===== config.mk =====
export PLATFORM = sky130hd
export DESIGN_NAME = div_unit
export DESIGN_NICKNAME = d
export VERILOG_FILES = /design/src/rtl/div_unit.sv
export SDC_FILE = /design/constraint.sdc
export NUM_CORES = 1
export LEC_CHECK = 0
export BUFFER_PORTS_ARGS = -buffer_cell sky130_fd_sc_hd__buf_2
export CORE_UTILIZATION = 25
export DETAILED_ROUTE_END_ITERATION = 7
export GPL_ROUTABILITY_DRIVEN = 0
export GPL_TIMING_DRIVEN = 1
export HOLD_SLACK_MARGIN = 0.06
export PLACE_DENSITY_LB_ADDON = 0.1
export SYNTH_ARGS = -nofsm -noshare
export SYNTH_HDL_FRONTEND = slang
export SYNTH_SLANG_ARGS = --single-unit
export TNS_END_PERCENT = 5

===== constraint.sdc =====
create_clock -name clk -period 6.1 [get_ports clk]
set_clock_uncertainty 0.15 [all_clocks]
set_input_delay 1.22 -clock clk [delete_from_list [all_inputs] [get_ports clk]]
set_output_delay 1.22 -clock clk [all_outputs]
set_load 0.05 [all_outputs]

===== src/rtl/div_unit.sv =====
// Iterative restoring divider for RV32M DIV/DIVU/REM/REMU, one quotient bit per cycle.
// Optional `define DIV_FLUSH_EN adds a flush input that aborts any in-flight operation.
`timescale 1ns/1ps
module div_unit #(
   parameter int WIDTH = 32
) (
   input  logic             clk,
   input  logic             rst_n,
   input  logic             in_valid,
   output logic             in_ready,
   input  logic [1:0]       op,
   input  logic [WIDTH-1:0] rs1,
   input  logic [WIDTH-1:0] rs2,
   output logic             out_valid,
   input  logic             out_ready,
`ifdef DIV_FLUSH_EN
   input  logic             flush,
`endif
   output logic [WIDTH-1:0] out,
   output logic             busy
);

   localparam int CW = $clog2(WIDTH + 1);
   localparam logic [WIDTH-1:0] MIN_VAL  = {1'b1, {(WIDTH-1){1'b0}}};
   localparam logic [WIDTH-1:0] ALL_ONES = {WIDTH{1'b1}};

   typedef enum logic [1:0] {S_IDLE, S_CALC, S_DONE} state_t;

   state_t           state_q, state_d;
   logic             sel_rem_q, sel_rem_d;
   logic             neg_quo_q, neg_quo_d;
   logic             neg_rem_q, neg_rem_d;
   logic [WIDTH-1:0] dvs_q, dvs_d;
   logic [WIDTH-1:0] rem_q, rem_d;
   logic [WIDTH-1:0] quo_q, quo_d;
   logic [WIDTH-1:0] res_q, res_d;
   logic [CW-1:0]    cnt_q, cnt_d;

   logic             signed_op, a_neg, b_neg, div_zero, sgn_ovf;
   logic [WIDTH-1:0] a_mag, b_mag;
   logic [WIDTH:0]   rem_sh, diff;
   logic [WIDTH-1:0] quo_sh, rem_nx, quo_fix, rem_fix;

   // Operand conditioning for the accept cycle
   always_comb begin
      signed_op = ~op[0];
      a_neg     = signed_op & rs1[WIDTH-1];
      b_neg     = signed_op & rs2[WIDTH-1];
      a_mag     = a_neg ? -rs1 : rs1;
      b_mag     = b_neg ? -rs2 : rs2;
      div_zero  = (rs2 == '0);
      sgn_ovf   = signed_op && (rs1 == MIN_VAL) && (rs2 == ALL_ONES);
   end

   // One restoring step; the partial remainder never exceeds 2*dvs-1, so WIDTH+1 bits suffice
   always_comb begin
      rem_sh  = {rem_q, quo_q[WIDTH-1]};
      diff    = rem_sh - {1'b0, dvs_q};
      quo_sh  = {quo_q[WIDTH-2:0], ~diff[WIDTH]};
      rem_nx  = diff[WIDTH] ? rem_sh[WIDTH-1:0] : diff[WIDTH-1:0];
      quo_fix = neg_quo_q ? -quo_sh : quo_sh;
      rem_fix = neg_rem_q ? -rem_nx : rem_nx;
   end

   always_comb begin
      state_d   = state_q;
      sel_rem_d = sel_rem_q;
      neg_quo_d = neg_quo_q;
      neg_rem_d = neg_rem_q;
      dvs_d     = dvs_q;
      rem_d     = rem_q;
      quo_d     = quo_q;
      res_d     = res_q;
      cnt_d     = cnt_q;
      case (state_q)
         S_IDLE: begin
            if (in_valid) begin
               sel_rem_d = op[1];
               if (div_zero) begin
                  res_d   = op[1] ? rs1 : ALL_ONES;
                  state_d = S_DONE;
               end else if (sgn_ovf) begin
                  res_d   = op[1] ? '0 : MIN_VAL;
                  state_d = S_DONE;
               end else begin
                  neg_quo_d = a_neg ^ b_neg;
                  neg_rem_d = a_neg;
                  rem_d     = '0;
                  quo_d     = a_mag;
                  dvs_d     = b_mag;
                  cnt_d     = CW'(WIDTH);
                  state_d   = S_CALC;
               end
            end
         end
         S_CALC: begin
            rem_d = rem_nx;
            quo_d = quo_sh;
            cnt_d = cnt_q - CW'(1);
            if (cnt_q == CW'(1)) begin
               res_d   = sel_rem_q ? rem_fix : quo_fix;
               state_d = S_DONE;
            end
         end
         S_DONE: begin
            if (out_ready) state_d = S_IDLE;
         end
         default: state_d = S_IDLE;
      endcase
`ifdef DIV_FLUSH_EN
      if (flush) begin
         state_d = S_IDLE;
         res_d   = res_q;
      end
`endif
   end

   always_ff @(posedge clk or negedge rst_n) begin
      if (!rst_n) begin
         state_q   <= S_IDLE;
         sel_rem_q <= 1'b0;
         neg_quo_q <= 1'b0;
         neg_rem_q <= 1'b0;
         dvs_q     <= '0;
         rem_q     <= '0;
         quo_q     <= '0;
         res_q     <= '0;
         cnt_q     <= '0;
      end else begin
         state_q   <= state_d;
         sel_rem_q <= sel_rem_d;
         neg_quo_q <= neg_quo_d;
         neg_rem_q <= neg_rem_d;
         dvs_q     <= dvs_d;
         rem_q     <= rem_d;
         quo_q     <= quo_d;
         res_q     <= res_d;
         cnt_q     <= cnt_d;
      end
   end

   assign in_ready  = (state_q == S_IDLE);
   assign out_valid = (state_q == S_DONE);
   assign busy      = (state_q != S_IDLE);
   assign out       = res_q;

endmodule


; ---- After elaboration in Yosys (flattened, before gate mapping)
; Index checks and enable logic that the tools add are counted.
[totals]
reg_bits = 139
[op_classes]
n_addsub = 6
n_eq_ne = 11
muxes = 31
bitwise_logic = 7
reduce_logical = 11
[ops]
columns = op, n
row1 = 32-bit 2-to-1 mux, 18
row2 = 32-bit case mux with 2 select lines, 3
row3 = 32-bit negator, 4
row4 = 32-bit equality test (second input constant), 2
row5 = 33-bit by 32-bit subtractor with 33-bit output, 1
row6 = 32-bit logical NOT, 1
row7 = 6-bit 2-to-1 mux, 3
row8 = 6-bit case mux with 2 select lines, 1
row9 = 4-bit AND reduction, 3
row10 = 2-bit 2-to-1 mux, 5
row11 = 2-bit inequality test (second input constant), 4
row12 = 6-bit by 1-bit equality test with 1-bit output (second input constant), 1
row13 = 2-bit case mux with 3 select lines, 1
row14 = 6-bit by 1-bit subtractor with 6-bit output (second input constant), 1
row15 = 1-bit inverter, 4
row16 = 2-bit nonzero test, 2
row17 = 3-bit by 1-bit inequality test with 1-bit output (second input constant), 1
row18 = 3-bit AND reduction, 1
row19 = 1-bit AND, 2
row20 = 2-bit by 1-bit equality test with 1-bit output (second input constant), 1
row21 = 2-bit equality test (second input constant), 1
row22 = 1-bit logical AND, 2
row23 = 2-bit logical NOT, 1
row24 = 2-bit by 1-bit inequality test with 1-bit output (second input constant), 1
row25 = 2 further kinds, 2

; ---- Longest topological paths before layout
[logic_depth]
depth_word = 7
depth_mapped = 25
ltp_nobuf = 21

; ---- Worst setup path before layout
; Ideal clock, no wire load.
[synth_timing]
path_type = reg-to-reg
from = reg quo_q[31]
to = reg res_q[26] (netlist: out[26])
t_arrival_ns = 5.204
t_required_ns = 5.884
path_slack_ns = 0.680
path_stages_with_launch = 26
n_path_buf = 4
path_cell_list = dfrtp_1 clkbuf_1 inv_1 ha_1 inv_1 fa_1 a211oi_2 o211ai_1 a221oi_4 nor4_4 nor3_2 nor2_2 inv_2 clkbuf_1 clkbuf_1 ha_1 nand2_1 or2_2 or2_1 clkbuf_1 o41ai_1 xor2_1 o21ai_0 nor4_1 a211oi_1 o21a_1
[synth_via]
elab_chain_len = 7
elab_cells_between_ends = 10
classes_between = add/sub (3) / mux (6) / bitwise (1)
[synth_rtl]
columns = element, line_no
row1 = start: declaration, 35  ; logic [WIDTH-1:0] quo_q, quo_d;
row2 = start signal: assignment, 136  ; quo_q <= quo_d;
row3 = 33-bit by 32-bit subtractor with 33-bit output, 58  ; diff = rem_sh - {1'b0, dvs_q};
row4 = 32-bit 2-to-1 mux / 1-bit inverter (equally long branches), "60, 59"
row5 = "32-bit negator, on equally long branches", "62, 61"
row6 = "32-bit 2-to-1 mux, on equally long branches", "62, 61"
row7 = 32-bit 2-to-1 mux *, 101  ; res_d = sel_rem_q ? rem_fix : quo_fix;
row8 = 32-bit 2-to-1 mux *, 100  ; if (cnt_q == CW'(1)) begin
row9 = 32-bit case mux with 2 select lines *, 75  ; case (state_q)
row10 = end signal: assignment, 137  ; res_q <= res_d;
row11 = end: declaration, 36  ; logic [WIDTH-1:0] res_q, res_d;
; Every way passes the cells marked *; elsewhere a longest branch is shown, timed or not. The select of a mux whose other input is x is not followed.
; A chain may end at the register's enable or synchronous reset.

; ---- Final worst setup path
[layout_timing]
from = reg quo_q[31]
to = reg res_q[28] (netlist: out[28])
; Same word-level chain as after synthesis.

==> summary.txt <==
Clocking
  • Hold buffers post-CTS: 0
  • Bufs on Longest Clock Path: 2
  • Setup Buffers After CTS: 0
  • CTS Buf Count: 17
  • Root buf cell: clkbuf_16
  • Post-CTS sizing: 0
  • CTS clk-pin slew, worst paths: 0.07 ns
  • Clk sinks: 139
  • H-tree levels: 4
  • CTS tree: built
  • Clk_lat worst skew: 0.46 ns

Placed design
  • DP HPWL: 39.3 mm
  • Post-DP Area: 0.0133 mm^2
  • Number of port buffers: 104
  • Worst slack, placed: 0.867 ns
  • Placed Cells: 2,244

Timing
  • Rel. slew slack: 25.3%
  • Worst slew pin tran: 1.12 ns
  • RSZ-0062 raised after global routing: no
  • Final hold vios: 0
  • Fin crit share: 86.8%
  • Setup TNS Final: 0 ns
  • Final setup violation count: 0
  • Final slew viol count: 0
  • Tmin final: 5.29 ns
  • Fmax achieved: 189 MHz
  • Final WS setup: 0.807 ns

Status
  • Outcome: finished clean

Global route
  • Total track usage: 20.6%
  • Vias in the first global route: 11,794
  • Largest net degree at the start of global routing: 68
  • First-pass GRT wire length: 76.9 mm
  • Aggregate global routing overflow: 0
  • Initial antenna violation count: 1

Cells and area
  • Post-route cell area: 0.0139 mm^2
  • Final net count: 1,758
  • Filler instances: 5,154
  • Share of cells above drive strength 1: 12.8%
  • Post-Layout Cell Count: 2,276
  • Diode count: 0
  • Register area: 0.00348 mm^2
  • Area of the multi-input gates: 0.00802 mm^2
  • Synth-to-Final Area Change: 14.7%

Logic synthesis
  • Mapped Area: 0.0121 mm^2
  • Post-synth EDFFs: 0
  • Yosys reg bits: 139
  • Syn_area_per_cell: 7.62 um^2
  • Synth unique cells: 88
  • Dominant cells by area after synthesis: dfrtp_1 29%, o21ai_0 8.1%, a21oi_1 6.2%
  • Yosys warns: 0
  • Post-Syn Instances: 1,587
  • Post-synth top cells: 195 x o21ai_0, 159 x nand2_1, 158 x nor2_1
  • Top-count cell post-synth: o21ai_0
  • Cell taking the most area after synthesis: dfrtp_1
  • Top_reg_cell synth: dfrtp_1
  • Area share of the largest cell type after synthesis: 28.7%
  • Post-Syn Nets: 1,697
  • Register area share after synthesis: 28.7%
  • Ys async rst share: 100%

Pwr
  • Pleak: 5.63 nW
  • Power per cell area: 667 mW/mm^2
  • Total power draw: 9.26 mW
  • Worst vdd ir: 0.395 mV

Setup path
  • Worst Path Required: 6.33 ns
  • Worst path arrival time: 5.53 ns
  • Kind of critical path: reg2reg
  • R2r setup slk: 0.81 ns
  • Crit start category: flip-flop
  • R2R depth: 19
  • Worst Setup End Kind: flip-flop
  • Maximum fanout along the worst path: 17

Worst hold path
  • Hold Crit Class: reg2reg
  • Hold Crit Depth: 2

Floorplanning
  • Chip Width: 222 um
  • Die Area: 0.0493 mm^2
  • Chip height: 222 um
  • Row count: 80
  • Initial core utilization: 25.3%
  • Core region area: 0.0477 mm^2
  • I/O pin cnt: 105

Detailed routing
  • Vias per cell: 5.32
  • Detail Route Antenna Nets: 0
  • Wire per inst: 22.2 um
  • Detailed Routing Iterations Pass 1: 5
  • Via count: 12,114
  • DRC viols: 0
  • Drt first-iter violations: 870
  • WL final: 50.4 mm

Run
  • MaxCap Viol Count: 0
-- cell type report --
class	instances	share of cell area, %
Inverter	67	1.81
Clock inverter	14	1.22
Timing Repair Buffer	135	5.47
Clock buffer	18	3.09
Sequential cell	139	25.1
Multi-Input combinational cell	1288	57.8
Tap cell	615	5.54
-- cell families after synthesis --
kind of cell / count (synthesis) / synth area share (%)
buffers and inverters: 160 / 5.27
AOI/OAI and AO/OA: 544 / 27.8
adders and majority gates: 40 / 4.20
xor gates and xnor gates: 124 / 8.98
and+or+nand+nor: 545 / 22.0
muxes: 35 / 3.02
DFF: 139 / 28.7
-- power by group --
group | internal, mW | switching, mW | total [mW]
sequential | 1.34 | 0.489 | 1.83
combinational | 2.07 | 4.24 | 6.31
clock | 0.645 | 0.476 | 1.12
total | 4.05 | 5.21 | 9.26
-- per-layer routing --
| layer | GRT usage [%] | vias up | part of all wire, % |
|---|---|---|---|
| li1 | - | 5889 | - |
| met1 | 29.6 | 5907 | 49 |
| met2 | 32.3 | 280 | 45 |
| met3 | 2.43 | 38 | 3.7 |
| met4 | 5.87 | 0 | 1.7 |
| met5 | 0 | - | 0 |
-- registers in the layout, summed over array words and instances (netlist names) --
| signal | cells |
|---|---|
| neg_rem_q | 1 |
| cnt_q | 6 |
| state_q | 2 |
| quo_q | 32 |
| neg_quo_q | 1 |
| out | 32 |
| dvs_q | 32 |
| sel_rem_q | 1 |
| rem_q | 32 |
-- per-stage QoR --
stage | util, % | hold WS, ns
finish | 29.1 | 0.366
global route | 29.1 | 0.404
CTS | 29.1 | 0.378
detailed placement | 27.8 | 0.363
global placement | 27.8 | 0.342
floorplan | - | 0.313
-- path summary, 6_finish.rpt --
check / end / from
worst min-delay path: out[4]$_DFFE_PN0P_ / out[4]$_DFFE_PN0P_
worst max-delay path: out[28]$_DFFE_PN0P_ / quo_q[31]$_DFFE_PN0P_
max in group asynchronous: dvs_q[31]$_DFFE_PN0P_ / rst_n
worst min register to register: out[4]$_DFFE_PN0P_ / out[4]$_DFFE_PN0P_
worst max register to register: out[28]$_DFFE_PN0P_ / quo_q[31]$_DFFE_PN0P_
min in group asynchronous: quo_q[4]$_DFFE_PN0P_ / rst_n
-- critical path, stage by stage (launching register included) --
cell and delay, ns:
dfrtp_1 0.49, inv_1 0.10, ha_1 0.16, inv_1 0.05, fa_1 0.46, a211oi_2 0.26, o211ai_1 0.23, a221oi_4 0.46
nor4_4 0.12, nor3_2 0.22, nor2_4 0.06, inv_2 0.08, buf_4 0.22, mux2i_1 0.33, ha_1 0.23, o221ai_1 0.19
or3_1 0.45, or2_1 0.27, or4_1 0.51, a31oi_1 0.18
-- cell usage in the layout (no fill, tap or decap), types with 13 or more instances in the layout --
cell type / n
or4_1: 14
nor2_1: 157
o41ai_1: 16
buf_4: 31
clkbuf_16: 17
nor2b_1: 13
ha_1: 39
a21o_1: 19
nand2b_1: 14
nor4_1: 27
o21ai_0: 195
dfrtp_1: 139
xnor2_1: 59
o211ai_1: 13
or3_1: 29
a31oi_1: 19
xor2_1: 65
a21oi_1: 151
nand4_1: 22
inv_1: 64
nor3_1: 31
o31ai_1: 26
mux2i_1: 26
buf_2: 103
nand3_1: 22
nand2_1: 159
No activity file was read; power rests on OpenSTA's default activity.
